--- src/rtl/hub_slot_sched.sv ---
// hub_slot_sched -- time-slot hub arbiter for up to eight cogs.
//
// The hub bus runs at half the cog clock: ena_bus toggles every clk_cog edge
// and each edge where ena_bus was high before the edge is an "advance". On an
// advance, one entry of a 16-deep slot table is consulted. That entry names
// the cog that owns the bus for this slot. When reclaim is set and the owner
// cannot use the slot, the slot goes to another requesting cog. Those cogs
// are picked in round-robin order.
//
// Ports
//   clk_cog    in   cog clock, all state changes on its rising edge
//   res        in   asynchronous active-high reset
//   req[7:0]   in   per-cog hub request level
//   cog_ena    in   per-cog running flag
//   reclaim    in   give unused slots to other requesters
//   tbl_last   in   index of last active table entry (table wraps after it)
//   cfg_we     in   slot-table write strobe
//   cfg_addr   in   slot-table write index
//   cfg_data   in   table entry {valid, owner[2:0]}
//   ena_bus    out  bus phase enable, toggles every clock
//   bus_sel    out  one-hot grant, zero when nobody is granted
//   slot       out  table index used for the current grant
//   reclaimed  out  current grant came from reclaim, not the table owner
module hub_slot_sched #(
    parameter int NUMCOGS = 8,
    parameter int SLOTS   = 16
) (
    input  logic       clk_cog,
    input  logic       res,
    input  logic [7:0] req,
    input  logic [7:0] cog_ena,
    input  logic       reclaim,
    input  logic [3:0] tbl_last,
    input  logic       cfg_we,
    input  logic [3:0] cfg_addr,
    input  logic [3:0] cfg_data,
    output logic       ena_bus,
    output logic [7:0] bus_sel,
    output logic [3:0] slot,
    output logic       reclaimed
);

    logic [3:0] table_reg [SLOTS];
    logic [3:0] ptr_reg;
    logic [2:0] rr_reg;
    logic       ena_bus_reg;
    logic [7:0] bus_sel_reg;
    logic [3:0] slot_reg;
    logic       reclaimed_reg;

    // Cogs at or above NUMCOGS are not populated and must never be granted.
    logic [7:0] cog_mask;
    genvar gi;
    generate
        for (gi = 0; gi < 8; gi++) begin : g_mask
            assign cog_mask[gi] = (gi < NUMCOGS);
        end
    endgenerate

    // Shrinking tbl_last below ptr restarts the pass at entry 0.
    logic [3:0] eff;
    logic [3:0] ptr_next;
    logic [3:0] entry;
    logic [2:0] owner;
    logic       owner_ok;
    logic [7:0] cand;

    assign eff      = (ptr_reg > tbl_last) ? 4'd0 : ptr_reg;
    assign ptr_next = (eff == tbl_last) ? 4'd0 : eff + 4'd1;
    assign entry    = table_reg[eff];
    assign owner    = entry[2:0];
    // With reclaim off the owner keeps its slot even when idle; with reclaim
    // on an idle owner forfeits it.
    assign owner_ok = entry[3] && cog_mask[owner] && cog_ena[owner]
                      && (req[owner] || !reclaim);
    assign cand     = req & cog_ena & cog_mask;

    // Round-robin search starting at rr, wrapping 7 -> 0.
    logic       found;
    logic [2:0] winner;
    logic [2:0] idx;
    always_comb begin
        found  = 1'b0;
        winner = 3'd0;
        idx    = 3'd0;
        for (int k = 0; k < 8; k++) begin
            idx = rr_reg + 3'(k);
            if (!found && cand[idx]) begin
                found  = 1'b1;
                winner = idx;
            end
        end
    end

    logic       reclaim_hit;
    logic [7:0] grant;
    logic       grant_reclaimed;
    always_comb begin
        reclaim_hit     = 1'b0;
        grant           = 8'd0;
        grant_reclaimed = 1'b0;
        if (owner_ok) begin
            grant = 8'd1 << owner;
        end else if (reclaim && found) begin
            reclaim_hit     = 1'b1;
            grant           = 8'd1 << winner;
            grant_reclaimed = 1'b1;
        end
    end

    always_ff @(posedge clk_cog or posedge res) begin
        if (res) begin
            ena_bus_reg   <= 1'b0;
            bus_sel_reg   <= 8'd0;
            slot_reg      <= 4'd0;
            reclaimed_reg <= 1'b0;
            ptr_reg       <= 4'd0;
            rr_reg        <= 3'd0;
        end else begin
            ena_bus_reg <= ~ena_bus_reg;
            if (ena_bus_reg) begin
                slot_reg      <= eff;
                ptr_reg       <= ptr_next;
                bus_sel_reg   <= grant;
                reclaimed_reg <= grant_reclaimed;
                if (reclaim_hit) begin
                    rr_reg <= winner + 3'd1;
                end
            end
        end
    end

    // The table is held in flops so reset can load the identity pattern.
    // A write on an advance edge lands after the advance has read the old
    // value, so the new entry takes effect on its next use.
    always_ff @(posedge clk_cog or posedge res) begin
        if (res) begin
            for (int i = 0; i < SLOTS; i++) begin
                table_reg[i] <= {1'b1, 3'(i)};
            end
        end else if (cfg_we) begin
            table_reg[cfg_addr] <= cfg_data;
        end
    end

    assign ena_bus   = ena_bus_reg;
    assign bus_sel   = bus_sel_reg;
    assign slot      = slot_reg;
    assign reclaimed = reclaimed_reg;

endmodule

--- config.mk ---
export PLATFORM = sky130hd
export DESIGN_NAME = hub_slot_sched
export DESIGN_NICKNAME = d
export VERILOG_FILES = /design/src/rtl/hub_slot_sched.sv
export SDC_FILE = /design/constraint.sdc
export NUM_CORES = 1
export LEC_CHECK = 0
export CORE_UTILIZATION = 30
export DETAILED_ROUTE_END_ITERATION = 8
export PLACE_DENSITY_LB_ADDON = 0.1
export SYNTH_ARGS = -nofsm -noshare
export SYNTH_HDL_FRONTEND = slang
export SYNTH_SLANG_ARGS = --single-unit
--- constraint.sdc ---
create_clock -name clk_cog -period 10.55 [get_ports clk_cog]
set_input_delay 3.165 -clock clk_cog [delete_from_list [all_inputs] [get_ports clk_cog]]
set_output_delay 3.165 -clock clk_cog [all_outputs]
set_load 0.02 [all_outputs]
==> results.cfg <==
[synth]
netlist_instances = 510
synth_top_family_by_area = multiplexers
synth-adder-area-share = 0.0291
synth_edf_count = 0
yosys_warnings = 0
synth.avg_cell_area_um2 = 11.0
syn_nets = 555
synth.ff_latch_count = 85
ys_dominant_reg_cell = dfrtp_1
synth-compound-area-share = 0.149
muxShareOfSynthArea = 0.257
synth-simple-area-share = 0.124
netlist_area_um2 = 5590
synth_xor_area_frac = 0.00941
async_flop_share = 1.00
ys_seq_area_frac = 0.390
synth_cell_type_count = 69

[grt]
grt_pass1_vias = 4320
grt_util_all_layers = 0.168
grt_pass1_wl_um = 24900
overflow = 0
antenna_found_initial = 0
grt_max_degree = 65

[pwr]
powerDensity_nw_per_um2 = 328
p_total_mw = 2.14
internal_power_mw = 1.21
switching_power_uw = 932
p_seq_frac = 0.242
p_sw_frac = 0.435
p_leak_nw = 2.61
combPwrFrac = 0.600
ir_worst_vdd_v = 0.0000933
clkPwrFrac = 0.158

[finish]
num-nets-final = 591
fin_area_um2 = 6540
layout.cells.non_filler = 780
diodes = 0
multiInputGateArea_um2 = 3180
area.growth.synth_to_final_pct = 17.1
drive_gt1_frac = 0.305
fill_cells = 1821
seq_area_um2 = 2180
largest_reg_flops = 64

[placement]
placed_cells = 764
place_hpwl_um = 11300
gp_congestion = 0.886
pre_cts_ws_ns = 2.84
port_buffers = 45
place_area_um2 = 6220

[sta]
final-max-slew-violation-count = 0
finalSetupTns_ns = 0
worst-slew-pin-transition_ns = 1.07
rsz0062_at_grt = no
max_freq_mhz = 135
fin_skew_ns = 0.0117
fin_ws_ns = 3.14
hold_viol = 0
min_period_over_period = 0.703
setup_violations = 0
relSlewSlack = 0.278
finalCriticalPeriod_ns = 7.41

[setup_path]
arrival_ns = 7.64
setup.worst_path.class = in -> reg
cp_max_fo = 13
crit_slowest_cell = a21oi_1
crit_chain = clkdlybuf4s50_1, inv_1, ha_1, nor2b_1, o211ai_2, a21oi_1, o31ai_1, o32ai_1, a211oi_1, o221a_2, or4_4, o21a_4, mux2_4
startpoint_type = input port
cp-end-kind = flip-flop
slowest_delay_ns = 0.81
cp_data_required_time_ns = 10.78

[floorplanning]
die_area_um2 = 19200
die_h_um = 138
rows = 49
dieWidth_um = 138
io_pins = 46
core-area_um2 = 18100
start_util = 0.309

[clocking]
h-tree-depth = 3
cts_tree = yes
path_clk_slew_ns = 0.06
numCtsBuffers = 9
ctsResizeCount = 0
root_buffer = clkbuf_16
clockBufferDepth = 2
worstSkewPairLatency_ns = 0.35
cts-hold-fix-buffers = 0
clock-sinks = 85
cts_setup_buffers = 0

[status]
failed_checks = DRC
status = finished, violations left

[drt]
first_iter_violations = 233
wl_per_cell_um = 19.7
drtAntennaViolNets = 0
routed_wl_um = 15400
remaining_drc_errors = 18
via_count = 4286
dr.pass1.iters = 6
vias_per_cell = 5.49

[flow_run]
drv_cap = 0

[hold_path]
hp-class = reg -> reg
area by class of cell:
class,instances,area share
multi-input combinational,375,0.486
sequential,85,0.333
timing repair buffer,49,0.0735
tap,229,0.0438
clock buffer,13,0.0415
inverter,26,0.0151
clock inverter,3,0.00765
logic make-up after synthesis:
logic type	after synthesis
AND/OR/NAND/NOR	136
XOR/XNOR	6
buffers and inverters	50
AO/OA/AOI/OAI	108
adder cells (fa/ha/maj)	13
flip-flops	85
multiplexers	112
final timing paths:
kind                                         from                         to  slack [ns]  cells past startpoint
max in group asynchronous                     res  table_reg[18]$_DFFE_PP0P_        6.30                      3
max                                   tbl_last[1]      rr_reg[1]$_DFFE_PP0P_        3.14                     13
min                         reclaimed$_DFFE_PP0P_      reclaimed$_DFFE_PP0P_        0.48                      1
min in group asynchronous                     res        slot[0]$_DFFE_PP0P_        3.10                      2
max reg2reg                ptr_reg[0]$_DFFE_PP0P_      rr_reg[1]$_DFFE_PP0P_        5.60                     13
min reg2reg                 reclaimed$_DFFE_PP0P_      reclaimed$_DFFE_PP0P_        0.48                      1
power groups by stage:
stage	Combinational, mW	Sequential [mW]	Clock (mW)
after global placement	1.27	0.523	0
after floorplan	1.00	0.497	0
final	1.29	0.518	0.338
after detailed placement	1.28	0.525	0
after CTS	1.29	0.520	0.349
after global routing	1.41	0.536	0.363
per-layer routing:
metal / track usage / vias to the layer above / share of wire
li1: - / 1983 / -
met1: 0.238 / 2176 / 0.48
met2: 0.257 / 114 / 0.46
met3: 0.0419 / 13 / 0.048
met4: 0.0408 / 0 / 0.010
met5: 0 / - / 0
cells in the mapped netlist, types with 3 or more instances:
cell type / instances / share of area
o21ai_0: 20 / 0.018
nor2_1: 32 / 0.022
mux2_2: 74 / 0.15
a21o_1: 3 / 0.0040
dfrtp_1: 45 / 0.20
o221ai_1: 6 / 0.0094
xnor2_1: 5 / 0.0078
mux2_4: 3 / 0.0081
dfstp_2: 40 / 0.19
clkbuf_1: 12 / 0.0081
o211ai_1: 9 / 0.012
a221o_1: 5 / 0.0090
nand3_1: 10 / 0.0090
ha_1: 13 / 0.029
and2_1: 8 / 0.0090
nor2b_1: 10 / 0.011
nand2_1: 37 / 0.025
a31oi_1: 4 / 0.0045
or3_1: 3 / 0.0034
mux2i_1: 19 / 0.034
buf_6: 3 / 0.0060
or2_2: 4 / 0.0045
buf_2: 5 / 0.0045
inv_1: 23 / 0.015
nand2b_1: 6 / 0.0067
a21oi_1: 13 / 0.012
nor3_1: 5 / 0.0045
o31ai_1: 4 / 0.0054
buf_4: 4 / 0.0054
mux4_2: 14 / 0.056
nand3b_1: 5 / 0.0067
o2111ai_1: 4 / 0.0063
o221a_2: 4 / 0.0081
and3_1: 5 / 0.0056
a211oi_1: 7 / 0.0094
a311oi_1: 3 / 0.0047
cells in the final DEF (no fill, tap or decap), types with 6 or more instances in the layout:
cell,instances
a21oi_1,13
clkdlybuf4s50_1,45
nand2_1,37
ha_1,13
and2_1,8
mux2i_1,19
clkbuf_16,10
dfstp_2,40
o221ai_1,6
nand2b_1,6
nor2b_1,10
a211oi_1,7
inv_1,22
mux4_2,14
nor2_1,32
dfrtp_1,45
o21ai_0,20
nand3_1,10
mux2_2,74
o211ai_1,9
critical path: cells and delay by family:
kind                     cells  cell delay, ns
AO/OA/AOI/OAI                7            2.61
AND/OR/NAND/NOR              2            0.73
buffers and inverters        2            0.54
adder cells (fa/ha/maj)      1            0.29
multiplexers                 1            0.29
stage by stage:
stage               hold slack, ns  utilization
finish                       0.483        0.362
floorplan                    0.471            -
global route                 0.514        0.362
CTS                          0.487        0.362
detailed placement           0.474        0.344
global placement             0.475        0.344
(Power assumes the default switching activity.)
